--- config.mk ---
export PLATFORM = sky130hd
export DESIGN_NAME = axil_mem_slave
export DESIGN_NICKNAME = d
export VERILOG_FILES = /design/src/rtl/axil_pkg.sv /design/src/rtl/axil_mem_array.sv /design/src/rtl/axil_mem_slave.sv
export SDC_FILE = /design/constraint.sdc
export NUM_CORES = 1
export LEC_CHECK = 0
export BUFFER_PORTS_ARGS = -buffer_cell sky130_fd_sc_hd__buf_2
export CAP_MARGIN = 30
export CORE_AREA = 3 3 290 292
export CTS_BUF_LIST = sky130_fd_sc_hd__clkbuf_8
export DETAILED_ROUTE_END_ITERATION = 6
export DIE_AREA = 0 0 293 295
export MAX_ROUTING_LAYER = met4
export PLACE_DENSITY_LB_ADDON = 0.25
export SYNTH_ARGS = -nofsm -noshare
export SYNTH_HDL_FRONTEND = slang
export SYNTH_SLANG_ARGS = --single-unit
export TNS_END_PERCENT = 10
--- constraint.sdc ---
create_clock -name clk -period 3.33 [get_ports clk]
set_clock_uncertainty 0.15 [all_clocks]
set_input_delay 0.666 -clock clk [delete_from_list [all_inputs] [get_ports clk]]
set_output_delay 0.666 -clock clk [all_outputs]
set_load 0.02 [all_outputs]
--- src/rtl/axil_pkg.sv ---
// Shared AXI4-Lite memory slave definitions: response codes and FSM encodings.
package axil_pkg;

  localparam logic [1:0] RESP_OKAY   = 2'b00;
  localparam logic [1:0] RESP_SLVERR = 2'b10;

  typedef enum logic {R_IDLE = 1'b0, R_DATA = 1'b1} rd_state_e;
  typedef enum logic {W_IDLE = 1'b0, W_RESP = 1'b1} wr_state_e;

endpackage

--- src/rtl/axil_mem_array.sv ---
// DEPTH x DATAWIDTH storage: one byte-enabled write port, one asynchronous read port.
module axil_mem_array #(
  parameter int DATAWIDTH = 32,
  parameter int DEPTH     = 32
) (
  input  logic                       clk,
  input  logic                       we,
  input  logic [$clog2(DEPTH)-1:0]   waddr,
  input  logic [DATAWIDTH-1:0]       wdata,
  input  logic [DATAWIDTH/8-1:0]     wstrb,
  input  logic [$clog2(DEPTH)-1:0]   raddr,
  output logic [DATAWIDTH-1:0]       rdata
);
  localparam int NB = DATAWIDTH / 8;

  // Contents are deliberately not reset.
  logic [NB-1:0][7:0] mem [DEPTH];

  always_ff @(posedge clk) begin
    if (we) begin
      for (int b = 0; b < NB; b++)
        if (wstrb[b]) mem[waddr][b] <= wdata[b*8 +: 8];
    end
  end

  assign rdata = mem[raddr];

endmodule

--- src/rtl/axil_mem_slave.sv ---
// AXI4-Lite slave backed by a byte-enabled word array; independent read and write FSMs.
module axil_mem_slave import axil_pkg::*; #(
  parameter int DATAWIDTH = 32,
  parameter int ADDRWIDTH = 32,
  parameter int DEPTH     = 32
) (
  input  logic                   clk,
  input  logic                   rst,
  input  logic [ADDRWIDTH-1:0]   AWADDR,
  input  logic [2:0]             AWPROT,
  input  logic                   AWVALID,
  output logic                   AWREADY,
  input  logic [DATAWIDTH-1:0]   WDATA,
  input  logic [DATAWIDTH/8-1:0] WSTRB,
  input  logic                   WVALID,
  output logic                   WREADY,
  output logic [1:0]             BRESP,
  output logic                   BVALID,
  input  logic                   BREADY,
  input  logic [ADDRWIDTH-1:0]   ARADDR,
  input  logic [2:0]             ARPROT,
  input  logic                   ARVALID,
  output logic                   ARREADY,
  output logic [DATAWIDTH-1:0]   RDATA,
  output logic [1:0]             RRESP,
  output logic                   RVALID,
  input  logic                   RREADY
);
  localparam int NB  = DATAWIDTH / 8;
  localparam int OFS = $clog2(NB);
  localparam int IW  = $clog2(DEPTH);
  localparam int HI  = OFS + IW;

  function automatic logic oor(input logic [ADDRWIDTH-1:0] a);
    return (a >> HI) != '0;
  endfunction

  logic unused_prot;
  assign unused_prot = ^{AWPROT, ARPROT};

  wr_state_e              wstate;
  rd_state_e              rstate;
  logic                   aw_got, w_got;
  logic [ADDRWIDTH-1:0]   awaddr_q;
  logic [DATAWIDTH-1:0]   wdata_q;
  logic [NB-1:0]          wstrb_q;
  logic                   aw_hs, w_hs, commit, mem_we;
  logic [ADDRWIDTH-1:0]   wr_addr;
  logic [DATAWIDTH-1:0]   wr_data, mem_rdata;
  logic [NB-1:0]          wr_strb;

  assign aw_hs   = AWVALID & AWREADY;
  assign w_hs    = WVALID & WREADY;
  // A channel arriving this cycle bypasses its capture register so commit can happen on the same edge.
  assign wr_addr = aw_got ? awaddr_q : AWADDR;
  assign wr_data = w_got  ? wdata_q  : WDATA;
  assign wr_strb = w_got  ? wstrb_q  : WSTRB;
  assign commit  = (wstate == W_IDLE) & (aw_got | aw_hs) & (w_got | w_hs);
  assign mem_we  = commit & ~oor(wr_addr);

  axil_mem_array #(.DATAWIDTH(DATAWIDTH), .DEPTH(DEPTH)) u_mem (
    .clk   (clk),
    .we    (mem_we),
    .waddr (wr_addr[HI-1:OFS]),
    .wdata (wr_data),
    .wstrb (wr_strb),
    .raddr (ARADDR[HI-1:OFS]),
    .rdata (mem_rdata)
  );

  always_ff @(posedge clk or negedge rst) begin
    if (!rst) begin
      wstate   <= W_IDLE;
      AWREADY  <= 1'b0;
      WREADY   <= 1'b0;
      BVALID   <= 1'b0;
      BRESP    <= RESP_OKAY;
      aw_got   <= 1'b0;
      w_got    <= 1'b0;
      awaddr_q <= '0;
      wdata_q  <= '0;
      wstrb_q  <= '0;
    end else begin
      case (wstate)
        W_IDLE: begin
          if (commit) begin
            wstate  <= W_RESP;
            AWREADY <= 1'b0;
            WREADY  <= 1'b0;
            BVALID  <= 1'b1;
            BRESP   <= oor(wr_addr) ? RESP_SLVERR : RESP_OKAY;
            aw_got  <= 1'b0;
            w_got   <= 1'b0;
          end else begin
            AWREADY <= ~(aw_got | aw_hs);
            WREADY  <= ~(w_got | w_hs);
            if (aw_hs) begin
              aw_got   <= 1'b1;
              awaddr_q <= AWADDR;
            end
            if (w_hs) begin
              w_got   <= 1'b1;
              wdata_q <= WDATA;
              wstrb_q <= WSTRB;
            end
          end
        end
        W_RESP: begin
          if (BREADY) begin
            wstate  <= W_IDLE;
            BVALID  <= 1'b0;
            AWREADY <= 1'b1;
            WREADY  <= 1'b1;
          end
        end
      endcase
    end
  end

  always_ff @(posedge clk or negedge rst) begin
    if (!rst) begin
      rstate  <= R_IDLE;
      ARREADY <= 1'b0;
      RVALID  <= 1'b0;
      RRESP   <= RESP_OKAY;
      RDATA   <= '0;
    end else begin
      case (rstate)
        R_IDLE: begin
          ARREADY <= 1'b1;
          if (ARVALID && ARREADY) begin
            rstate  <= R_DATA;
            ARREADY <= 1'b0;
            RVALID  <= 1'b1;
            RRESP   <= oor(ARADDR) ? RESP_SLVERR : RESP_OKAY;
            RDATA   <= oor(ARADDR) ? '0 : mem_rdata;
          end
        end
        R_DATA: begin
          if (RREADY) begin
            rstate  <= R_IDLE;
            RVALID  <= 1'b0;
            ARREADY <= 1'b1;
          end
        end
      endcase
    end
  end

endmodule

After elaboration in Yosys (flattened, before gate mapping)
Memory sizes are Yosys's and may differ from the RTL's. Cells that the tools add are included.

Register bits after elaboration: 113. Bits in latches: 0. Memory bits (writable): 1024. ROM bits: 0. Word-level logic and storage cells: 88. Memories kept: 1.

Memory list: u_mem.mem (words 32, width 32, read ports 1, clocked after memory_dff 0, write ports 1, RTL line axil_mem_array.sv:17) `logic [NB-1:0][7:0] mem [DEPTH];`.

$add $sub $neg: 0. $mul: 0. Div/mod/pow operators: 0. $lt $le $gt $ge: 0. Eq/ne operators: 4. Shift operators: 0. Multiplexer cells: 42. Bitwise gates (word level): 13. Reduce and logical (&&, ||, !) cells: 13.

Operator list (number): $mux W32 (3); $reduce_bool A32 Y1 (2); $mux W1 (29); $pmux W1 S2 (7); $reduce_and A2 Y1 (6); $ne A2 B2 Y1 const B (4); $not A1 Y1 (6); $reduce_and A3 Y1 (2); $and A1 B1 Y1 (5); $mux W2 (2); $mux W4 (1); $reduce_bool A2 Y1 (2); $or A1 B1 Y1 (2); $logic_and A1 B1 Y1 (1).

Depth between registers and ports, before layout
Word-level depth: 7. Depth in mapped cells: 9.

By module
From an unflattened synthesis, not the netlist that was laid out.

Cells, all modules: 2707. Area, all modules: 45092.0 um^2.

By module, submodules not included: axil_mem_array (times used 1, cells each 2374, area each 40386.2 um^2); axil_mem_slave (times used 1, cells each 333, area each 4705.8 um^2).

Least setup slack after synthesis
No wires, ideal clock.

Path type: in2reg. Start point: input AWADDR[14]. End point: memory u_mem.mem[17][0] in the netlist's numbering, enable pin. Setup time: 0.383 ns. Arrival time: 2.296 ns. Required time: 2.797 ns. Setup slack: 0.501 ns. Stages on the path: 6. Path buffers: 1. Path through: nor4_1 -> nand4_1 -> o22ai_2 -> nand3_1 -> clkbuf_1 -> nor3_1.

Cells in the longest elaborated chain, start to end: 6.

Ends and longest elaborated chain: start: declaration (RTL line axil_mem_slave.sv:9) `input logic [ADDRWIDTH-1:0] AWADDR,`; $mux W32 (RTL line axil_mem_slave.sv:55) `assign wr_addr = aw_got ? awaddr_q : AWADDR;`; $reduce_bool A32 Y1 (RTL line axil_mem_slave.sv:35) `return (a >> HI) != '0;`; $not A1 Y1 (RTL line axil_mem_slave.sv:59) `assign mem_we = commit & ~oor(wr_addr);`; $and A1 B1 Y1 (RTL line axil_mem_slave.sv:59); $mux W1 (RTL line axil_mem_array.sv:20) `if (we) begin`; $mux W1 (implied by the code) (RTL line axil_mem_array.sv:22) `if (wstrb[b]) mem[waddr][b] <= wdata[b*8 +: 8];`; end: declaration (RTL line axil_mem_array.sv:17).

Every way passes these cells.

Worst setup path in the final report
Start point: register aw_got. End point: memory u_mem.mem[9][11] in the netlist's numbering, enable pin.

Cells in the longest elaborated chain, start to end: 6.

Ends and longest elaborated chain: start: declaration (RTL line axil_mem_slave.sv:43) `logic aw_got, w_got;`; start signal: assignment (RTL line axil_mem_slave.sv:78) `aw_got <= 1'b0;`; start signal: assignment (RTL line axil_mem_slave.sv:92) `aw_got <= 1'b0;`; start signal: assignment (RTL line axil_mem_slave.sv:98) `aw_got <= 1'b1;`; $mux W32 / $or A1 B1 Y1 (equally long branches) (RTL line axil_mem_slave.sv:55, axil_mem_slave.sv:58); $reduce_bool A32 Y1 / $and A1 B1 Y1 (equally long branches) (RTL line axil_mem_slave.sv:35, axil_mem_slave.sv:58); $not A1 Y1 / $and A1 B1 Y1 (equally long branches) (RTL line axil_mem_slave.sv:59, axil_mem_slave.sv:58); $and A1 B1 Y1 (RTL line axil_mem_slave.sv:59); $mux W1 (RTL line axil_mem_array.sv:20); $mux W1 (implied by the code) (RTL line axil_mem_array.sv:22).

Parallel ways exist; a longest one is shown, timed or not.

==> metrics <==
final worst slack=0.408 ns; Setup CP Type=reg -> reg; clock-pin slew of the registers on the worst-case setup and hold paths=0.06 ns; Worst Tran Pin Value=0.963 ns; Setup TNS=0 ns; final cell count without fillers=4048; Distinct cells, synth=44; status=complete, no violations; initial core utilization=0.549; post-CTS setup buffers=0; layout cells sized above 1=0.304; synth cell count leaders=edfxtp_1, mux4_2, mux2i_1; Final ANT Viol Nets=0; most common cell in the netlist=edfxtp_1; min Tclk post-route=2.92 ns; largest net degree at the start of global routing=104; CTS H-Tree Depth=4; synthesized area=44900 sq um; r2r startpoint=aw_got; top cells by area, synth=edfxtp_1, mux4_2, dfrtp_1; vias in the first global route=25400; total gr overflow=0; cells after synthesis=2382; Die Span Y=295 microns; Seq/Total Area, Yosys=0.745; CTS Buffer Depth=3; routed length per instance=26.7 microns; Worst Setup Start Kind=flip-flop; crit share post-route=0.878; Worst Hold Path Cells=2; critical path required time=3.68 ns; initial antenna violation count=5; Final #Nets=2937; TritonCTS clock tree=built; Vias=24500; pre-CTS WS=0.279 ns; FP Rows=105; drt total wl=108000 microns; asr flop ratio synth=0.0962; Clock Sink Count=1133; Pwr Density=633 nW/um^2; Num CTS Buffers=175; Worst-Skew Late Latency=0.81 ns; EDFF count, synth=1024; Mean Syn Cell Area=18.9 sq um; YS warnings=0; Max VDD drop=0.000496 V; Max-Cap Viols=0; Slew Limit Fails=0; synthesis-to-finish area growth=16.1%; routability cong.=0.854; HP Class=in -> reg; FF-to-FF setup slack=0.41 ns; Synth Flop Type=edfxtp_1; Die ar.=86400 sq um; hold wc startpoint=AWADDR[6]; Critical R2R Capture=u_mem.mem[9][11]; drt first pass iters=5; gr usage total=0.261; Root Driver=clkbuf_8; # setup viols final=0; WHS Endpoint=awaddr_q[6]; Post-Place Cells=3648; Slew HR=0.356; post-synth top area share=0.684; initial drt markers=2291; post-DP HPWL=66000 microns; first-pass GRT wire length=160000 microns; Yosys top cell by area=edfxtp_1; CP Capture Type=flip-flop; core area=81800 sq um; final hold vios=0; fill cell total of the finished layout=5631; fmax=342 MHz; number of vias per cell=6.05; Leak=18.4 nW; IO Count=154; Synth Register Bits=1133; DRC=0; CP max FO=32; RSZ-0062 raised after global routing=false; input/output buffers=141; crit path DAT=3.28 ns; worst reg-to-reg path cell count=7; Die Width=293 microns
layout by cell type, fill, tap and decap left out, drive strengths merged, types with 3 or more instances in the layout:
cell         Yosys  layout
edfxtp        1024    1024
buf             72     341
clkbuf          74     194
mux4           190     190
mux2i          165     165
mux2           133     133
nor2           126     126
nand2          125     125
dfrtp          109     109
inv              6      74
dlygate4sd3      0      69
o211ai          63      63
clkinv           0      54
o21ai           36      36
a21oi           35      35
nand4           34      34
a22oi           33      33
a221oi          33      33
and3            31      31
nor3            25      25
nor4            17      17
nand3           12      12
nand2b           7       7
diode            0       6
clkinvlp         0       6
o22ai            5       5
o32ai            3       3
and2             3       3
bufinv           0       3
nor2b            3       3
power by group:
part           total [mW]  internal, mW  switching, mW
sequential           17.7          17.4          0.302
clock                10.9          5.60           5.28
combinational        4.44          1.36           3.08
repair_timing:
action	in CTS	in global routing
hold endpoints to repair	121	0
gates resized for setup	0	0
hold buffers	69	0
critical path, cell delays in order, from the launching register on:
cell and delay [ns]:
dfrtp_1 0.62, nor4b_1 0.31, nand4_1 0.17, o22ai_2 0.31, nand3_1 0.19, buf_12 0.21
nor3_1 0.40, buf_4 0.23
worst max path at each step:
stage,from,endpoint,cells after the start
2_1_floorplan,AWADDR[14],u_mem.mem[17][0],6
3_3_place_gp,AWADDR[14],u_mem.mem[9][13],8
3_5_place_dp,AWADDR[14],u_mem.mem[9][14],8
4_1_cts,aw_got,u_mem.mem[9][11],7
5_1_grt,aw_got,u_mem.mem[9][11],7
6_report,aw_got,u_mem.mem[9][11],7
cell families (layout without fill, tap and decap cells):
kind of cell	count (synthesis)	count (layout)	share of synthesized area
AOI/OAI and AO/OA	219	219	0.0338
buffers and inverters	152	741	0.0162
DFF	1133	1133	0.745
muxes	488	488	0.165
other	1	8	0.0000835
and+or+nand+nor	389	389	0.0395
final cells by class:
| type | count | area, sq um | area share |
|---|---|---|---|
| Sequential cell | 1133 | 33500 | 0.642 |
| Multi-Input combinational cell | 1098 | 10700 | 0.206 |
| Timing Repair Buffer | 410 | 3220 | 0.0618 |
| Clock buffer | 194 | 2670 | 0.0512 |
| Tap cell | 1070 | 1340 | 0.0257 |
| Clock inverter | 131 | 659 | 0.0126 |
| Inverter | 6 | 23.8 | 0.000456 |
| Antenna cell | 6 | 15.0 | 0.000288 |
metrics by stage:
| stage | cell area (sq um) | utilization | hold slack [ns] | power (mW) |
|---|---|---|---|---|
| detailed placement | 48100 | 0.588 | 0.313 | 22.3 |
| global route | 52100 | 0.637 | 0.0466 | 34.2 |
| finish | 52200 | 0.637 | 0.0773 | 33.0 |
| floorplan | 44900 | - | 0.220 | 20.4 |
| global placement | 48100 | 0.588 | 0.304 | 22.0 |
| CTS | 52100 | 0.637 | 0.00828 | 33.2 |
metal layers:
metal	GRT usage	routed length [microns]	up-vias
li1	-	-	10600
met3	0.0579	8950	204
met4	0.0955	3350	0
met2	0.413	53100	1131
met1	0.337	42600	12600
met5	-	0	-
registers in the layout (all words and copies together) (netlist names), 4 cells and up:
| name | count |
|---|---|
| wdata_q | 32 |
| awaddr_q | 30 |
| RDATA | 32 |
| wstrb_q | 4 |
| u_mem.mem | 1024 |
No activity file was read; power rests on OpenSTA's default activity.
